## src/rtl/irq_pc_ctrl_if.sv

```systemverilog
// Interface bundling the interrupt controller's decoder strobes, request
// lines and PC-sequencing outputs between the CPU core and irq_pc_ctrl.
interface irq_pc_ctrl_if #(
   parameter int ID_W     = 2,
   parameter int PC_WIDTH = 10
);
   localparam int NUM_IRQ = 2**ID_W;

   logic [NUM_IRQ-1:0]  irq;
   logic                mask_we;
   logic [NUM_IRQ-1:0]  mask_d;
   logic                ie_set;
   logic                ie_clr;
   logic                reti;
   logic [PC_WIDTH-1:0] pc_next;

   logic                int_take;
   logic [PC_WIDTH-1:0] int_vector;
   logic                ret_take;
   logic [PC_WIDTH-1:0] ret_pc;
   logic                in_service;
   logic [ID_W-1:0]     active_id;
   logic [NUM_IRQ-1:0]  pending;
   logic [NUM_IRQ-1:0]  mask;
   logic                ie;

   modport master (
      output irq, mask_we, mask_d, ie_set, ie_clr, reti, pc_next,
      input  int_take, int_vector, ret_take, ret_pc, in_service,
             active_id, pending, mask, ie
   );

   modport slave (
      input  irq, mask_we, mask_d, ie_set, ie_clr, reti, pc_next,
      output int_take, int_vector, ret_take, ret_pc, in_service,
             active_id, pending, mask, ie
   );
endinterface

```

## src/rtl/irq_pc_ctrl.sv

```systemverilog
// Single-level vectored interrupt controller: latches irq rising edges,
// redirects the PC to a per-line vector and restores the saved PC on reti.
module irq_pc_ctrl #(
   parameter int                  ID_W      = 2,
   parameter int                  PC_WIDTH  = 10,
   parameter logic [PC_WIDTH-1:0] VEC_BASE  = 10'h380,
   parameter int                  VEC_SHIFT = 4
) (
   input  logic         clk,
   input  logic         reset,
   irq_pc_ctrl_if.slave bus
);
   localparam int NUM_IRQ = 2**ID_W;

   typedef enum logic {IDLE, SERVICE} state_t;

   state_t              state, state_nx;
   logic [NUM_IRQ-1:0]  irq_d;
   logic [NUM_IRQ-1:0]  pending;
   logic [NUM_IRQ-1:0]  mask;
   logic                ie;
   logic [PC_WIDTH-1:0] ret_pc;
   logic [ID_W-1:0]     active_id;
   logic                in_service;

   logic [NUM_IRQ-1:0]  new_edge;
   logic [NUM_IRQ-1:0]  elig;
   logic [NUM_IRQ-1:0]  take_clr;
   logic [ID_W-1:0]     sel;
   logic                int_take;
   logic                ret_take;

   assign new_edge = bus.irq & ~irq_d;
   assign elig     = pending & ~mask;
   assign take_clr = int_take ? (NUM_IRQ'(1) << sel) : '0;

   // Lowest index wins: scan downward so the last hit is the lowest set bit.
   always_comb begin
      sel = '0;
      for (int i = NUM_IRQ - 1; i >= 0; i--) begin
         if (elig[i]) sel = ID_W'(i);
      end
   end

   always_comb begin
      state_nx = state;
      int_take = 1'b0;
      ret_take = 1'b0;
      if (!reset) begin
         case (state)
            IDLE: begin
               if (ie && |elig) begin
                  int_take = 1'b1;
                  state_nx = SERVICE;
               end
            end
            SERVICE: begin
               if (bus.reti) begin
                  ret_take = 1'b1;
                  state_nx = IDLE;
               end
            end
            default: state_nx = IDLE;
         endcase
      end
   end

   always_ff @(posedge clk or posedge reset) begin
      if (reset) begin
         state      <= IDLE;
         irq_d      <= '1;
         pending    <= '0;
         mask       <= '0;
         ie         <= 1'b0;
         ret_pc     <= '0;
         active_id  <= '0;
         in_service <= 1'b0;
      end else begin
         state   <= state_nx;
         irq_d   <= bus.irq;
         // A fresh edge on the line being taken survives the clear.
         pending <= (pending & ~take_clr) | new_edge;
         if (bus.mask_we) mask <= bus.mask_d;
         if (bus.ie_clr)      ie <= 1'b0;
         else if (bus.ie_set) ie <= 1'b1;
         if (int_take) begin
            ret_pc     <= bus.pc_next;
            active_id  <= sel;
            in_service <= 1'b1;
         end else if (ret_take) begin
            in_service <= 1'b0;
         end
      end
   end

   assign bus.int_take   = int_take;
   assign bus.int_vector = VEC_BASE + (PC_WIDTH'(sel) << VEC_SHIFT);
   assign bus.ret_take   = ret_take;
   assign bus.ret_pc     = ret_pc;
   assign bus.in_service = in_service;
   assign bus.active_id  = active_id;
   assign bus.pending    = pending;
   assign bus.mask       = mask;
   assign bus.ie         = ie;
endmodule

```

## src/flat_wrapper.sv

```systemverilog
// flat-port wrapper written by rule: the top's interface ports become plain ports
module irq_pc_ctrl_flat 
#(
   parameter int                  ID_W      = 2,
   parameter int                  PC_WIDTH  = 10,
   parameter logic [PC_WIDTH-1:0] VEC_BASE  = 10'h380,
   parameter int                  VEC_SHIFT = 4
)
  (clk, reset, bus_irq, bus_mask_we, bus_mask_d, bus_ie_set, bus_ie_clr, bus_reti, bus_pc_next, bus_int_take, bus_int_vector, bus_ret_take, bus_ret_pc, bus_in_service, bus_active_id, bus_pending, bus_mask, bus_ie);
  irq_pc_ctrl_if #(.ID_W(ID_W), .PC_WIDTH(PC_WIDTH)) bus_i ();
  input  logic clk;
  input  logic reset;
  input wire logic [$bits(bus_i.irq)-1:0] bus_irq;
  input wire logic [$bits(bus_i.mask_we)-1:0] bus_mask_we;
  input wire logic [$bits(bus_i.mask_d)-1:0] bus_mask_d;
  input wire logic [$bits(bus_i.ie_set)-1:0] bus_ie_set;
  input wire logic [$bits(bus_i.ie_clr)-1:0] bus_ie_clr;
  input wire logic [$bits(bus_i.reti)-1:0] bus_reti;
  input wire logic [$bits(bus_i.pc_next)-1:0] bus_pc_next;
  output wire logic [$bits(bus_i.int_take)-1:0] bus_int_take;
  output wire logic [$bits(bus_i.int_vector)-1:0] bus_int_vector;
  output wire logic [$bits(bus_i.ret_take)-1:0] bus_ret_take;
  output wire logic [$bits(bus_i.ret_pc)-1:0] bus_ret_pc;
  output wire logic [$bits(bus_i.in_service)-1:0] bus_in_service;
  output wire logic [$bits(bus_i.active_id)-1:0] bus_active_id;
  output wire logic [$bits(bus_i.pending)-1:0] bus_pending;
  output wire logic [$bits(bus_i.mask)-1:0] bus_mask;
  output wire logic [$bits(bus_i.ie)-1:0] bus_ie;
  assign bus_i.irq = bus_irq;
  assign bus_i.mask_we = bus_mask_we;
  assign bus_i.mask_d = bus_mask_d;
  assign bus_i.ie_set = bus_ie_set;
  assign bus_i.ie_clr = bus_ie_clr;
  assign bus_i.reti = bus_reti;
  assign bus_i.pc_next = bus_pc_next;
  assign bus_int_take = bus_i.int_take;
  assign bus_int_vector = bus_i.int_vector;
  assign bus_ret_take = bus_i.ret_take;
  assign bus_ret_pc = bus_i.ret_pc;
  assign bus_in_service = bus_i.in_service;
  assign bus_active_id = bus_i.active_id;
  assign bus_pending = bus_i.pending;
  assign bus_mask = bus_i.mask;
  assign bus_ie = bus_i.ie;
  irq_pc_ctrl #(.ID_W(ID_W), .PC_WIDTH(PC_WIDTH), .VEC_BASE(VEC_BASE), .VEC_SHIFT(VEC_SHIFT)) u_core (.clk(clk), .reset(reset), .bus(bus_i));
endmodule
```

## config.mk

```make
export PLATFORM = sky130hd
export DESIGN_NAME = irq_pc_ctrl_flat
export DESIGN_NICKNAME = d
export VERILOG_FILES = /design/src/rtl/irq_pc_ctrl_if.sv /design/src/rtl/irq_pc_ctrl.sv /design/src/flat_wrapper.sv
export SDC_FILE = /design/constraint.sdc
export NUM_CORES = 1
export LEC_CHECK = 0
export CAP_MARGIN = 10
export CORE_UTILIZATION = 39
export CTS_CLUSTER_DIAMETER = 50
export CTS_CLUSTER_SIZE = 30
export DETAILED_ROUTE_END_ITERATION = 6
export PLACE_DENSITY = 0.78
export SLEW_MARGIN = 0
export SYNTH_ARGS = -nofsm -noshare
export SYNTH_HDL_FRONTEND = slang
export SYNTH_SLANG_ARGS = --single-unit
```

## constraint.sdc

```tcl
create_clock -name clk -period 2.1 [get_ports clk]
set_input_delay 0.315 -clock clk [delete_from_list [all_inputs] [get_ports clk]]
set_output_delay 0.315 -clock clk [all_outputs]
set_load 0.02 [all_outputs]
```

==> reports/qor.txt <==
status -> finished, violations left
Worst-Skew Late Latency -> 0.31 ns
Initial Util -> 41.9%
Fin Clk Skew -> 0.00652 ns
die height -> 57.2 um
Warnings, synthesis -> 0
ANT cells -> 0
FP Rows -> 19
final setup fails -> 0
Tot GR Track Use -> 14.9%
Synth Instances -> 91
cell total after placement -> 172
CP bufs+invs -> 1
antenna viol nets, final -> 0
Vias/cell -> 4.66
Die ar. -> 0.00327 mm^2
Max VDD drop -> 0.622 mV
CTS Buffer Depth -> 2
Max stage delay on crit path -> 0.41 ns
CP startpoint kind -> register
TritonCTS clock tree -> yes
Hold Crit Class -> in2reg
Avg Inst Size Synth -> 13.0 um^2
number of max-cap violations -> 0
share of layout cells above drive strength 1 -> 21.4%
Seq/Total Area, Yosys -> 57.4%
post-CTS setup buffer count -> 0
FF+latch count, synth -> 27
initial DRC count -> 27
RSZ-0062 raised after global routing -> false
Hold WS -> 0.415 ns
Remaining DRCs -> 4
Pleak -> 0.793 nW
core area -> 0.00283 mm^2
Final Cycle Share -> 96.4%
antenna violations before repair -> 0
IO Count -> 58
routed length per instance -> 12.9 um
Min Clock Period, post-route -> 2.02 ns
critical path class -> reg2out
Crit-path slowest cell -> dfrtp_1
clk root buf -> clkbuf_4
via count -> 820
final number of max-transition violations -> 0
Finished Layout Cells -> 176
clock-pin slew on the worst setup and hold paths -> 0.14 ns
TritonCTS Buffers -> 3
cts-stage hold buffer count -> 0
Fillers -> 233
grt total ovfl -> 0
CP Max Fanout -> 4
die width -> 57.2 um
post-synth cell types -> 25
global-route wire length before repair -> 3670 um
synth-to-layout area growth -> 45.3%
Pre-Repair DR Iteration Count -> 7
PD cells -> 936 mW/mm^2
Routed WL -> 2270 um
vias in the first global route -> 803
pin count of the biggest net entering global routing -> 28
Worst setup EP type -> primary output
IO buf count -> 49
CP Data Arrival Time -> 1.71 ns
CP Cell Sequence -> nor2b_1 > or2_2 > nor2_1 > clkdlybuf4s15_1
Post-Syn Area -> 0.00119 mm^2
family with the most delay on the worst path -> simple AND/OR/NAND/NOR gates
violated checks -> DRC
H-tree depth -> 1
Required @ worst endpoint -> 1.78 ns
sinks on the clock net -> 27
Post-layout nets -> 170
Post-DP HPWL -> 1780 um
final hold vios -> 0
max frequency -> 494 MHz
GPL Wtd Cong -> 0.693
==> kinds of logic after synthesis <==
| family | Yosys count | synth area share, % |
|---|---|---|
| buf+inv | 17 | 8.54 |
| other cells | 2 | 0.633 |
| compound gates | 13 | 8.44 |
| simple gates | 17 | 8.23 |
| mux | 15 | 16.8 |
| flops | 27 | 57.4 |
==> cell type report <==
class                   count  area [um^2]  area share, %
multi-input cells          53          429           24.9
clock buffers               4         26.3           1.53
flip-flops and latches     27          681           39.5
inverters                   8         30.0           1.74
repair buffers             53          518           30.1
well taps                  31         38.8           2.25
==> metal layers <==
| layer | vias up | share of wire (%) | track usage, % |
|---|---|---|---|
| met2 | 42 | 50 | 25.5 |
| met5 | - | 0 | 0 |
| met3 | 2 | 7.8 | 2.72 |
| li1 | 393 | - | - |
| met1 | 383 | 42 | 19.2 |
| met4 | 0 | 0.57 | 5.23 |
==> metrics by stage <==
| stage | worst slack [ns] | power (mW) | util (%) | setup TNS [ns] | area [um^2] |
|---|---|---|---|---|---|
| finish | 0.0763 | 1.61 | 60.9 | 0 | 1720 |
| global route | 0.00471 | 1.70 | 60.9 | 0 | 1720 |
| CTS | 0.0353 | 1.63 | 60.9 | 0 | 1720 |
| detailed placement | -0.114 | 1.42 | 60.0 | -0.114 | 1700 |
| global placement | -0.0949 | 1.39 | 60.0 | -0.0949 | 1700 |
| floorplan | 0.373 | 1.09 | - | 0 | 1210 |
==> path summary, 6_finish.rpt <==
check                                 startpoint               endpoint  slack, ns  cells after the start
max                        u_core.bus.pending[0]      bus_int_vector[5]       0.08                      4
min                                   bus_irq[3]        u_core.irq_d[3]       0.42                      1
max reg2reg                u_core.bus.pending[3]   u_core.bus.ret_pc[9]       0.38                      4
min reg2reg                      u_core.irq_d[3]  u_core.bus.pending[3]       0.51                      1
max in group asynchronous                  reset        u_core.irq_d[1]       1.33                      3
min in group asynchronous                  reset          u_core.bus.ie       0.47                      3
==> cells in the mapped netlist <==
cell type / instances / area share, %
or2_2: 1 / 0.53
nor2_1: 7 / 2.2
mux2_1: 1 / 0.95
nor3b_2: 1 / 1.1
o41ai_1: 1 / 0.74
buf_6: 1 / 0.95
nand2_1: 2 / 0.63
o41ai_4: 1 / 2.3
mux2_4: 8 / 10
nor2b_1: 3 / 1.6
inv_2: 1 / 0.32
conb_1: 2 / 0.63
a21oi_1: 1 / 0.42
and3_1: 1 / 0.53
inv_1: 7 / 2.2
buf_4: 8 / 5.1
a2bb2oi_1: 1 / 0.74
nor2b_4: 1 / 1.2
dfrtp_1: 23 / 49
nand2b_1: 1 / 0.53
mux2_2: 6 / 5.7
o21ai_1: 2 / 0.84
dfstp_2: 4 / 8.9
o31ai_1: 2 / 1.3
o21ai_0: 5 / 2.1
==> power breakdown <==
part           internal [mW]  switching [mW]  total, mW
Clock                 0.0741           0.140      0.214
Sequential             0.640          0.0774      0.718
Combinational          0.370           0.310      0.680
==> timing repair <==
| action | CTS | global route |
|---|---|---|
| endpoints found under the setup margin | 3 | 2 |
| gates cloned | 0 | 0 |
| pin swaps | 0 | 1 |
| resized for setup | 4 | 1 |
==> sequential cells by signal (all words and copies together) (netlist names) <==
signal / count
u_core.bus.active_id: 2
u_core.bus.ie: 1
u_core.bus.in_service: 1
u_core.bus.mask: 4
u_core.bus.pending: 4
u_core.bus.ret_pc: 10
u_core.irq_d: 4
u_core.state: 1
==> cells in the final DEF (no fill, tap or decap) <==
master           count
clkbuf_4             3
inv_1                7
nor2b_4              1
clkbuf_1             1
a21oi_1              1
nand2_1              2
mux2_2               6
buf_4                4
o41ai_1              1
mux2_4               8
o31ai_1              2
nor2_1               7
nor2b_1              2
dfrtp_1             23
mux2_1               1
or2_2                1
o21ai_0              5
nand2b_1             1
o41ai_4              1
clkdlybuf4s15_1      1
nor2b_2              1
dfstp_2              4
conb_1               8
a2bb2oi_1            1
o21ai_1              2
and3_1               1
clkdlybuf4s50_1     46
nor3b_2              1
inv_2                1
dlygate4sd2_1        2
(Power assumes the default switching activity.)
